## src/rtl/wma_channel_scheduler.sv

```systemverilog
// -----------------------------------------------------------------------------
// wma_channel_scheduler
//
// Shares one combinational WMA datapath between NUM_CH temperature-sensor
// channels. Each channel has a one-entry capture buffer with a pending bit.
// Pending samples are granted in round-robin order. Each grant takes three
// cycles: IDLE (grant and operand load), ISSUE (operands settle) and
// CAPTURE (the datapath result is stored as the channel's new WMA history).
// The result is published together with an out-of-band alarm.
//
// Ports
//   clk          system clock, rising edge
//   rst_n        asynchronous active-low reset
//   samp_valid   per-channel one-cycle strobe: a new sample is present
//   samp_data    channel i sample at bits [8i+7:8i], unsigned
//   thr_sel      global threshold select, latched when a grant is issued
//   clr_overrun  clears all sticky overrun flags (a same-cycle set wins)
//   dp_x         datapath current-temperature operand (registered)
//   dp_wma0      datapath previous-WMA operand (registered)
//   dp_thr_sel   datapath threshold select (registered)
//   dp_wma1      datapath WMA1 result
//   dp_t1        datapath lower threshold
//   dp_t2        datapath upper threshold
//   res_valid    one-cycle strobe: the res_* fields are valid
//   res_ch       channel index of the result
//   res_wma      new WMA for res_ch
//   res_alarm    sample was outside [T1,T2]
//   overrun      sticky per channel: a pending sample was overwritten
//   busy         scheduler is in ISSUE or CAPTURE
// -----------------------------------------------------------------------------
module wma_channel_scheduler #(
  parameter int NUM_CH = 4,
  parameter int CH_W   = 2
) (
  input  logic                  clk,
  input  logic                  rst_n,
  input  logic [NUM_CH-1:0]     samp_valid,
  input  logic [8*NUM_CH-1:0]   samp_data,
  input  logic [1:0]            thr_sel,
  input  logic                  clr_overrun,
  output logic [7:0]            dp_x,
  output logic [7:0]            dp_wma0,
  output logic [1:0]            dp_thr_sel,
  input  logic [7:0]            dp_wma1,
  input  logic [7:0]            dp_t1,
  input  logic [7:0]            dp_t2,
  output logic                  res_valid,
  output logic [CH_W-1:0]       res_ch,
  output logic [7:0]            res_wma,
  output logic                  res_alarm,
  output logic [NUM_CH-1:0]     overrun,
  output logic                  busy
);

  typedef enum logic [1:0] {
    IDLE    = 2'd0,
    ISSUE   = 2'd1,
    CAPTURE = 2'd2
  } state_t;

  state_t              state_reg;
  logic [7:0]          buf_reg [NUM_CH];
  logic [7:0]          wma_reg [NUM_CH];
  logic [NUM_CH-1:0]   pend_reg;
  logic [NUM_CH-1:0]   hist_valid_reg;
  logic [NUM_CH-1:0]   overrun_reg;
  logic [CH_W-1:0]     rr_ptr_reg;
  logic [CH_W-1:0]     g_reg;

  logic [7:0]          dp_x_reg;
  logic [7:0]          dp_wma0_reg;
  logic [1:0]          dp_thr_sel_reg;
  logic                res_valid_reg;
  logic [CH_W-1:0]     res_ch_reg;
  logic [7:0]          res_wma_reg;
  logic                res_alarm_reg;

  // Round-robin search results
  logic [CH_W:0]       cand;
  logic [CH_W-1:0]     gnt_idx;
  logic                gnt_found;
  logic                grant_fire;
  logic [CH_W-1:0]     g_plus_one;

  logic [NUM_CH-1:0]   consume;
  logic [NUM_CH-1:0]   pend_next;
  logic [NUM_CH-1:0]   overrun_next;

  // First pending channel starting at rr_ptr, wrapping modulo NUM_CH.
  // The extra bit on cand covers rr_ptr+k before the wrap is applied.
  always_comb begin
    cand      = '0;
    gnt_idx   = '0;
    gnt_found = 1'b0;
    for (int k = 0; k < NUM_CH; k++) begin
      cand = {1'b0, rr_ptr_reg} + (CH_W+1)'(k);
      if (cand >= (CH_W+1)'(NUM_CH)) begin
        cand = cand - (CH_W+1)'(NUM_CH);
      end
      if (!gnt_found && pend_reg[cand[CH_W-1:0]]) begin
        gnt_found = 1'b1;
        gnt_idx   = cand[CH_W-1:0];
      end
    end
  end

  assign grant_fire = (state_reg == IDLE) && gnt_found;
  assign g_plus_one = (g_reg == CH_W'(NUM_CH - 1)) ? '0 : g_reg + CH_W'(1);

  // Per-channel pending/overrun next state. A grant in the same cycle as a
  // new arrival consumes the old entry, so the new sample is not an overrun.
  // An overrun set takes priority over clr_overrun.
  generate
    for (genvar gi = 0; gi < NUM_CH; gi++) begin : g_chan
      assign consume[gi]      = grant_fire && (gnt_idx == CH_W'(gi));
      assign pend_next[gi]    = samp_valid[gi] | (pend_reg[gi] & ~consume[gi]);
      assign overrun_next[gi] = (samp_valid[gi] & pend_reg[gi] & ~consume[gi]) |
                                (overrun_reg[gi] & ~clr_overrun);
    end
  endgenerate

  always_ff @(posedge clk or negedge rst_n) begin
    if (!rst_n) begin
      state_reg      <= IDLE;
      pend_reg       <= '0;
      hist_valid_reg <= '0;
      overrun_reg    <= '0;
      rr_ptr_reg     <= '0;
      g_reg          <= '0;
      dp_x_reg       <= '0;
      dp_wma0_reg    <= '0;
      dp_thr_sel_reg <= '0;
      res_valid_reg  <= 1'b0;
      res_ch_reg     <= '0;
      res_wma_reg    <= '0;
      res_alarm_reg  <= 1'b0;
      for (int i = 0; i < NUM_CH; i++) begin
        buf_reg[i] <= '0;
        wma_reg[i] <= '0;
      end
    end else begin
      pend_reg      <= pend_next;
      overrun_reg   <= overrun_next;
      res_valid_reg <= 1'b0;

      // Newest sample always wins the buffer; the grant below reads the
      // pre-edge value, so a same-cycle arrival does not disturb it.
      for (int i = 0; i < NUM_CH; i++) begin
        if (samp_valid[i]) begin
          buf_reg[i] <= samp_data[8*i +: 8];
        end
      end

      case (state_reg)
        IDLE: begin
          if (grant_fire) begin
            dp_x_reg       <= buf_reg[gnt_idx];
            // First sample on a channel seeds the average with itself
            dp_wma0_reg    <= hist_valid_reg[gnt_idx] ? wma_reg[gnt_idx]
                                                      : buf_reg[gnt_idx];
            dp_thr_sel_reg <= thr_sel;
            g_reg          <= gnt_idx;
            state_reg      <= ISSUE;
          end
        end

        ISSUE: begin
          state_reg <= CAPTURE;
        end

        CAPTURE: begin
          wma_reg[g_reg]        <= dp_wma1;
          hist_valid_reg[g_reg] <= 1'b1;
          res_valid_reg         <= 1'b1;
          res_ch_reg            <= g_reg;
          res_wma_reg           <= dp_wma1;
          res_alarm_reg         <= (dp_x_reg < dp_t1) || (dp_x_reg > dp_t2);
          rr_ptr_reg            <= g_plus_one;
          state_reg             <= IDLE;
        end

        default: begin
          state_reg <= IDLE;
        end
      endcase
    end
  end

  assign dp_x       = dp_x_reg;
  assign dp_wma0    = dp_wma0_reg;
  assign dp_thr_sel = dp_thr_sel_reg;
  assign res_valid  = res_valid_reg;
  assign res_ch     = res_ch_reg;
  assign res_wma    = res_wma_reg;
  assign res_alarm  = res_alarm_reg;
  assign overrun    = overrun_reg;
  assign busy       = (state_reg != IDLE);

endmodule

```

## config.mk

```make
export PLATFORM = sky130hd
export DESIGN_NAME = wma_channel_scheduler
export DESIGN_NICKNAME = d
export VERILOG_FILES = /design/src/rtl/wma_channel_scheduler.sv
export SDC_FILE = /design/constraint.sdc
export NUM_CORES = 1
export LEC_CHECK = 0
export ABC_AREA = 1
export CORE_UTILIZATION = 49
export CTS_CLUSTER_DIAMETER = 200
export DETAILED_ROUTE_END_ITERATION = 8
export PLACE_DENSITY = 0.75
export SLEW_MARGIN = 10
export SYNTH_ARGS = -nofsm -noshare
export SYNTH_HDL_FRONTEND = slang
export SYNTH_SLANG_ARGS = --single-unit
```

## constraint.sdc

```tcl
create_clock -name clk -period 2 [get_ports clk]
set_input_delay 0.4 -clock clk [delete_from_list [all_inputs] [get_ports clk]]
set_output_delay 0.4 -clock clk [all_outputs]
set_load 0.05 [all_outputs]
```

**Yosys cells after proc, flatten, opt, wreduce, memory -nomap -nowiden**

Cells that the tools add are included.

- Bitwise gates (word level): 32
- Eq/ne operators: 7
- Order comparisons: 16
- Reduce and logical (&&, ||, !) cells: 18
- $add $sub $neg: 8
- Muxes and demuxes: 38

Operator list:

| kind | number |
|---|---|
| $mux 8 | 6 |
| $bmux 8 s2 | 2 |
| $bwmux 32 | 1 |
| $mux 2 | 10 |
| $lt 2x3->1 const B | 6 |
| $and 1x1->1 | 16 |
| $demux 8 s2 | 1 |
| $ge 3x3->1 const B | 5 |
| $mux 1 | 11 |
| $bmux 1 s2 | 5 |
| $logic_and 1x1->1 | 10 |
| $eq 2x2->1 const B | 4 |
| $gt 8x8->1 | 1 |
| $lt 8x8->1 | 1 |
| $or 1x1->1 | 8 |
| $sub 2x1->2 const B | 4 |
| $add 2x2->3 const B | 2 |
| $not 2->3 | 2 |
| $not 1->1 | 5 |
| $eq 2x1->1 const B | 2 |
| $logic_not 2->1 | 2 |
| $or 4x4->4 | 1 |
| $pmux 2 s2 | 1 |
| $add 2x1->3 const B | 1 |
| 10 further kinds | 12 |

- Bits of input ports: 65
- Word-level logic and storage cells: 140
- Register bits: 112

**Longest topological paths before layout**

Gate-level depths: netlist of the first run.

- Depth after elaboration: 19
- Depth in mapped cells: 18
- Mapped depth without buffers: 16

**Worst setup path before layout of the first run**

No wires, ideal clock.

- Kind: flip-flop to flip-flop
- Start: register rr_ptr_reg[0]
- End: register dp_wma0_reg[0], in the netlist dp_wma0[0]
- Data arrival time: 1.645 ns
- Clock period less this slack: 1.762 ns
- Setup time: 0.118 ns
- Stages on the path, launching flop included: 17
- Path slack: 0.238 ns
- Data required time: 1.882 ns
- Path through: dfrtp_1 -> inv_1 -> buf_6 -> nand2_1 -> nand3_1 -> nand2_2 -> nor2_4 -> nand2_1 -> nand2_1 -> inv_1 -> nand2_2 -> buf_2 -> nand2_1 -> nand2_2 -> nand2_1 -> nand3_1 -> nand2_1

- Longest elaborated chain between the ends: 19
- Elaborated cells on any way between the ends: 49
- Those cells by class: 7 x add/sub; 4 x order compare; 29 x mux; 1 x bitwise; 8 x reduce/logical

RTL lines:

| element | RTL line | RTL |
|---|---|---|
| from (decl) | 67 | `logic [CH_W-1:0] rr_ptr_reg;` |
| from (signal assigned) | 178 | `rr_ptr_reg <= g_plus_one;` |
| branches (longest 19 deep; another with $add 2x1->3) | - |  |
| to (signal assigned) | 159 | `dp_wma0_reg <= hist_valid_reg[gnt_idx] ? wma_reg[gnt_idx]` |
| to (decl) | 71 | `logic [7:0] dp_wma0_reg;` |

Several ways; the timed one is not identified. The select of a mux whose other input is x is not followed.
A chain may end at the register's enable or synchronous reset.

**Final worst setup path of the first run**

- Start: register rr_ptr_reg[0]
- End: register dp_wma0_reg[1], in the netlist dp_wma0[1]

The elaborated chain is that of the path after synthesis.

==> impl_summary.txt, run 1 <==
----------------------------------------------------
[Outcome]
  Outcome ... complete, but fails checks
  Violations in the final reports ... setup timing

[Layout]
  Utilization after layout ... 70.74%
  Total of fill cells in the finished design ... 816
  Final non-filler cell area ... 7669 µm²
  Share of post-route cells with drive strength above 1 ... 24.45%
  Area occupied by multi-input gates ... 2808 µm²
  Area growth from synthesis to layout ... 40.06%
  Count of antenna diodes in the layout ... 0
  Nets ... 901
  Number of standard cells in the final layout excluding fillers ... 962
  Sequential Area ... 2805 µm²

[Timing]
  Worst slew pin tran ... 0.6282 ns
  Setup repair after global routing missed its margin ... yes
  Final worst clock skew ... 0.01854 ns
  Final cycle utilization of the critical path ... 104.4%
  Worst hold margin ... 0.4580 ns
  Worst slew slack as a fraction of its limit ... approximately three fifths
  Final Hold Viols ... 0
  Crit path setup slack, layout ... -0.08710 ns
  Tmin final ... between 2 and 2.5 ns
  Slew Viols, Final ... 0
  Finish-stage setup viols ... 12
  Max Freq ... 479.1 MHz

[Logic synthesis]
  Dominant cell type by area after synthesis ... dfrtp_1
  Post-Synthesis Cell Area ... 5475 µm²
  Yosys synthesis warning count ... 0
  Synth Area per Inst ... 7.947 µm²
  Async set-reset flop share out of synthesis ... 100.0%
  Fraction of synthesized cell area taken by the top area cell type ... roughly 51%
  Number of synthesized register bits ... 112
  Largest cells by area after synthesis ... dfrtp_1 51%, nand2_1 20%, nand3_1 7.6%
  Synth Net Count ... 773
  Synthesized instance count ... 689
  Most frequently used flop master after synthesis ... dfrtp_1
  Proportion of synthesized chip area in sequential cells ... 51.19%
  Count of flip-flops with a built-in enable after synthesis ... 0
  Unique masters post-synth ... 28

[Floorplan]
  Die ar. ... 11600 µm²
  Chip height ... about 110 µm
  Initial standard-cell utilization of the core ... between 50% and 60%
  Core area ... 10840 µm²
  X dimension of the die ... 107.7 µm
  Total I/O pin count ... 100
  Count of standard-cell rows ... 38

[Detailed routing]
  Number of detailed-route iterations in the first pass ... 5
  Top Metal Used ... met4
  Post-DR wirelength/cell ... 16.51 µm
  Met1 wire length ... 6.667 mm
  Met2 WL post-DR ... 7.913 mm
  Routed wire length ... 15.88 mm
  Vias per std cell ... 5.462
  Count of nets left with antenna violations after detail routing ... 0
  Initial detailed-routing violation count ... 406
  DRC viols ... 0
  Met3 WL ... 903 µm
  Detailed-route via count ... 5254

[Clock tree]
  Clk Tree Root Cell ... clkbuf_8
  Max clock buf depth ... 2
  Clock slew seen by the registers of the worst setup and hold paths ... about 0.11 ns
  Clock tree from TritonCTS ... yes
  Num CTS Buffers ... 9
  CTS HTree Levels ... 3
  Number of sinks on the clock net ... 112
  Worst-skew pair later-pin latency ... 0.39 ns

[Critical path]
  Kind of launch point of the worst setup path ... register
  End of the worst register-to-register path ... dp_wma0[1]
  Element type at the critical path end ... register
  Worst Path Required ... ~2.3 ns
  Crit path capture ... dp_wma0[1]
  Startpoint of the lowest-slack register-to-register path ... rr_ptr_reg[0]
  Worst setup path start ... rr_ptr_reg[0]
  Classification of the worst setup path ... reg2reg
  R2r setup slk ... -0.09 ns
  Critical path data arrival time ... about 2.4 ns
  Largest driver fanout on the critical path ... 12
  Depth of the most critical reg-to-reg path ... 14

[Placed design]
  Quantity of I/O buffers inserted on ports ... between 90 and 100
  Standard cell area after detailed placement ... between 6000 and 7000 µm²
  Placer Congestion ... between 0.8 and 0.9
  Placed cell count ... 927
  DP HPWL ... 10.40 mm

[Power and ir drop]
  Power per unit of standard cell area ... 1911 nW/µm²
  Max rail drop VDD ... 986.4 µV
  Leakage ... around 4 nW

[Worst hold path]
  Type of the tightest min-delay check ... reg2reg

[Global routing]
  Number of global-route vias before repair ... 4763
  Congestion Overflow GR ... 0
  Maximum number of pins on one net before global-route repair ... 39
  Initial antenna violation count ... 0
  Tot GR Track Use ... between 20% and 30%
  Wire length of the first global-routing pass ... 23.49 mm

[Job]
  Max-cap violations ... 0

----------------------------------------------------
[cells by family after synthesis]
logic type	synth area share, %
AOI/OAI and AO/OA	7.473
adders and majority gates	4.342
and+or+nand+nor	30.35
DFF	51.19
buffers and inverters	6.650
[synthesized netlist by cell type, types with 2 or more instances]
cell type and count:
nand2_1 293, clkbuf_1 12, dfrtp_1 112, o211ai_1 2
nor2_1 7, o21ai_1 12, a21oi_1 7, inv_1 49
nand3_4 2, clkinv_1 5, buf_6 2, o21ai_0 46
inv_2 3, buf_4 6, nand2_2 7, ha_1 19
buf_2 6, nand3_1 83, o22ai_1 5, nand4_1 3
[area by class of cell]
class,count,area share (%)
Clock buffer,11,1.844
Clock inverter,5,0.7342
Inverter,57,2.888
Multi-Input combinational cell,493,36.61
Sequential cell,112,36.58
Tap cell,140,2.284
Timing Repair Buffer,143,18.96
Timing Repair inverter,1,0.09790
[power breakdown]
group | internal (mW) | switching (mW) | total [mW]
logic | 3.70 | 5.89 | 9.59
registers | 3.03 | 0.657 | 3.69
clock network | 0.613 | 0.768 | 1.38
total | 7.34 | 7.32 | 14.7
[worst max-delay path, cell delays in order (launching register included)]
cell and delay, ns:
dfrtp_2 0.47, inv_2 0.12, nand2_1 0.10, nand2_4 0.11, buf_4 0.13, nand2_2 0.06
o21ai_2 0.08, nand4_1 0.16, nand2_4 0.16, buf_12 0.17, nand3_2 0.08, nand2_2 0.11
nand2_2 0.07, nand3_2 0.06, nand2_1 0.07
[routing by layer]
metal / vias to the layer above / global-route usage [%]
met4: 0 / 10.37
met1: 2533 / 36.89
met2: 224 / 41.94
li1: 2460 / -
met5: - / 0
met3: 37 / 2.906
[placed cells by master (no fill, tap or decap), types with 2 or more instances in the layout]
cell,netlist,routed
nand3_2,0,39
inv_2,3,5
nand3_4,2,3
nand3_1,83,43
inv_1,49,45
buf_8,0,4
nor2_1,7,7
o21ai_1,12,8
nand2_4,1,15
buf_4,6,32
nand2_2,7,59
buf_6,2,9
clkbuf_16,0,2
dlymetal6s2s_1,0,5
o21ai_0,46,45
nand2_8,0,2
clkbuf_8,0,10
o22ai_1,5,5
ha_1,19,19
nand4_1,3,3
clkinv_1,5,5
nand2_1,293,225
o21ai_2,0,5
a21oi_1,7,7
o211ai_1,2,2
dlygate4sd2_1,0,9
clkdlybuf4s50_1,0,77
dfrtp_1,112,110
clkinv_2,0,2
buf_12,0,4
clkinvlp_4,0,2
dfrtp_2,0,2
[per-stage QoR]
step                      setup slack (ns)  total power [mW]  setup TNS [ns]
after floorplan                     0.2377             8.215               0
after global placement            -0.02520             10.42        -0.02520
after detailed placement          -0.07701             10.64         -0.4689
after CTS                         -0.03065             12.43        -0.05067
after global routing               -0.1829             15.46          -2.329
final                             -0.08710             14.66         -0.6617
[how the worst min path moves through the flow]
stage | startpoint | end | slack, ns | depth (start not counted)
final | state_reg[1] | state_reg[1] | 0.46 | 1
after floorplan | rst_n | buf_reg[0] | 0.10 | 0
after global placement | rst_n | wma_reg[25] | 0.33 | 1
after global routing | state_reg[1] | state_reg[1] | 0.48 | 1
after CTS | rst_n | hist_valid_reg[3] | 0.46 | 2
after detailed placement | rst_n | wma_reg[9] | 0.34 | 1
[repair_timing]
| action | CTS | global route |
|---|---|---|
| hold endpoints to repair | 23 | 0 |
| resized for setup | 27 | 152 |
| setup endpoints to repair | 20 | 29 |
| hold buffers | 1 | 0 |
| pin swaps | 10 | 56 |
| setup buffers | 6 | 9 |
| cloned | 1 | 5 |
No activity file was read; power rests on OpenSTA's default activity.
==> run 2, diff against run 1 <==
Settings changed: GPL_ROUTABILITY_DRIVEN from default to 0.
==> impl_summary.txt, run 2 (same netlist as run 1, synthesis figures left out) <==
----------------------------------------------------
[Timing]
  Tmin final ... 1.995 ns (-0.09238 ns)
  Post-route setup TNS ... 0 ns (+0.6617 ns)
  Final cycle utilization of the critical path ... 99.74% (-4.6 points)
  Finish-stage setup viols ... 0 (-12)
  Slew Viols, Final ... 0 (unchanged)
  Worst slew slack as a fraction of its limit ... 59.91% (+1.9 points)
  Max Freq ... 501.3 MHz (+4.6%)
  Worst hold margin ... 0.4556 ns (-0.002439 ns)
  Final Hold Viols ... 0 (unchanged)
  Setup repair after global routing missed its margin ... yes
  Crit path setup slack, layout ... 0.005283 ns (+0.09238 ns)
  Worst slew pin tran ... 0.5998 ns (-0.02841 ns)
  Final worst clock skew ... 0.01369 ns (-0.004845 ns)

[Power and ir drop]
  Internal power ... 6.685 mW (-8.9%)
  Max rail drop VDD ... 836.4 µV (-15%)
  Net switching component of the power ... 6.262 mW (-14%)
  Share of total power in the clock network ... 11.9% (+2.5 points)
  Leakage ... 3.701 nW (-4.8%)
  Seq pwr share ... 27.8% (+2.7 points)
  Portion of total power attributed to combinational logic ... 60.3% (-5.1 points)
  Switching portion of total power ... 48.37% (-1.6 points)
  Power per unit of standard cell area ... 1795 nW/µm² (-6.1%)

[Clock tree]
  Clk Tree Root Cell ... clkbuf_8
  CTS HTree Levels ... 3 (unchanged)
  Num CTS Buffers ... 9 (unchanged)
  Clock tree from TritonCTS ... yes
  Worst-skew pair later-pin latency ... 0.39 ns (about the same)
  Number of sinks on the clock net ... 112 (unchanged)
  Max clock buf depth ... 2 (unchanged)
  Clock slew seen by the registers of the worst setup and hold paths ... 0.11 ns (about the same)

[Layout]
  Count of antenna diodes in the layout ... 0 (unchanged)
  Area growth from synthesis to layout ... 31.74%
  Nets ... 886 (-1.7%)
  Final non-filler cell area ... 7213 µm² (-5.9%)
  Share of post-route cells with drive strength above 1 ... 13.01% (-11 points)
  Most frequent standard cell in the layout excluding fill and tap cells ... nand2_1
  Commonest cells after routing, fill and taps aside ... 271 x nand2_1, 111 x dfrtp_1, 74 x clkdlybuf4s50_1
  Total of fill cells in the finished design ... 893 (+9.4%)

[Critical path]
  Classification of the worst setup path ... reg2reg
  Critical path data arrival time ... 2.29 ns (-0.07 ns)
  Kind of launch point of the worst setup path ... register
  Depth of the most critical reg-to-reg path ... 13 (-1)
  Largest driver fanout on the critical path ... 12 (unchanged)
  Worst Path Required ... 2.30 ns (+0.02 ns)
  Element type at the critical path end ... register

[Detailed routing]
  Routed wire length ... 13.82 mm (-13%)
  Vias per std cell ... 5.248 (-3.9%)
  Count of nets left with antenna violations after detail routing ... 0 (unchanged)
  Initial detailed-routing violation count ... 301 (-26%)
  Detailed-route via count ... 4970 (-5.4%)
  DRC viols ... 0 (unchanged)
  Post-DR wirelength/cell ... 14.59 µm (-12%)
  Number of detailed-route iterations in the first pass ... 5 (unchanged)

[Floorplan]
  Chip height ... 107.7 µm (unchanged)
  Initial standard-cell utilization of the core ... 50.51% (unchanged)
  X dimension of the die ... 107.7 µm (unchanged)
  Core area ... 10840 µm² (unchanged)
  Die ar. ... 11600 µm² (unchanged)
  Count of standard-cell rows ... 38 (unchanged)
  Total I/O pin count ... 100 (unchanged)

[Job]
  Max-cap violations ... 0 (unchanged)

[Global routing]
  Number of global-route vias before repair ... 4787 (+0.50%)
  Initial antenna violation count ... 0 (unchanged)
  Congestion Overflow GR ... 0 (unchanged)
  Tot GR Track Use ... 25.06% (-1.3 points)
  Maximum number of pins on one net before global-route repair ... 40 (+2.6%)
  Wire length of the first global-routing pass ... 22.45 mm (-4.4%)

[Worst hold path]
  Hold Path Cell Cnt ... 1 (unchanged)
  Type of the tightest min-delay check ... reg2reg

[Placed design]
  Standard cell area after detailed placement ... 6734 µm² (about the same)
  Pre-CTS setup slack ... -0.07489 ns (+0.002120 ns)
  DP HPWL ... 10.09 mm (-3.0%)
  Quantity of I/O buffers inserted on ports ... 99 (unchanged)

[Outcome]
  Outcome ... complete, no violations

----------------------------------------------------
## run 2: cell count changes in the layout (fill, tap and decap cells not counted), sizes merged
| cell | delta |
|---|---|
| clkbuf | -2 |
| clkdlybuf4s50 | -3 |
| bufinv | +1 |
| dlygate4sd2 | +1 |
| clkinv | -1 |
| clkinvlp | -1 |
| inv | +1 |
| buf | -13 |
| dlymetal6s2s | +2 |
## run 2: critical path, stage by stage, from the launching register on
cell,delay [ns]
dfrtp_1,0.43
buf_6,0.16
nand2_1,0.07
nand2_2,0.07
buf_4,0.14
o21ai_1,0.15
nand4_1,0.17
nand2_4,0.15
buf_8,0.16
nand3_1,0.11
nand2_2,0.10
nand2_1,0.07
nand3_1,0.08
nand2_1,0.05
## run 2: repair_timing
action | 4_1_cts | 5_1_grt
setup buffers | 0 | 3
pin swaps | 0 | 3
cloned | 0 | 1
hold endpoints to repair | 19 | 0
hold buffers | 1 | 0
resized for setup | 17 | 56
endpoints found under the setup margin | 24 | 32
## run 2: final timing paths
check                               from            to  slack [ns]
setup / recovery           rr_ptr_reg[0]    dp_wma0[1]       0.005
max in group asynchronous          rst_n   buf_reg[27]        0.90
min in group asynchronous          rst_n    res_wma[2]        0.52
hold reg to reg             state_reg[1]  state_reg[1]        0.46
hold / removal              state_reg[1]  state_reg[1]        0.46
setup reg to reg           rr_ptr_reg[0]    dp_wma0[1]       0.005
## run 2: per-stage QoR
stage,utilization [%],power (mW),cells
floorplan,-,8.215,689
global placement,62.12,10.48,926
detailed placement,62.12,10.66,926
CTS,64.35,12.18,943
global route,66.54,13.81,947
finish,66.54,12.95,947
## run 2: area by class of cell
class | count | area [µm²] | share of cell area (%)
clock inverters | 6 | 90.09 | 1.249
inverters | 57 | 221.5 | 3.070
multi-input cells | 493 | 2455 | 34.03
well taps | 140 | 175.2 | 2.428
clock buffers | 10 | 137.6 | 1.908
flip-flops and latches | 112 | 2804 | 38.87
repair buffers | 129 | 1330 | 18.44
## run 2: layer usage
| metal | GRT usage [%] | share of wire [%] |
|---|---|---|
| met1 | 34.51 | 45 |
| met2 | 38.83 | 47 |
| met3 | 2.724 | 4.9 |
| met4 | 13.60 | 3.0 |
| met5 | 0 | 0 |
## run 2: power by group through the flow
stage                     registers (mW)  logic [mW]  clock network (mW)
final                               3.60        7.81                1.53
after global routing                3.69        8.49                1.63
after CTS                           3.57        7.06                1.54
after detailed placement            3.61        7.04                   0
after global placement              3.61        6.88                   0
after floorplan                     4.54        3.68                   0
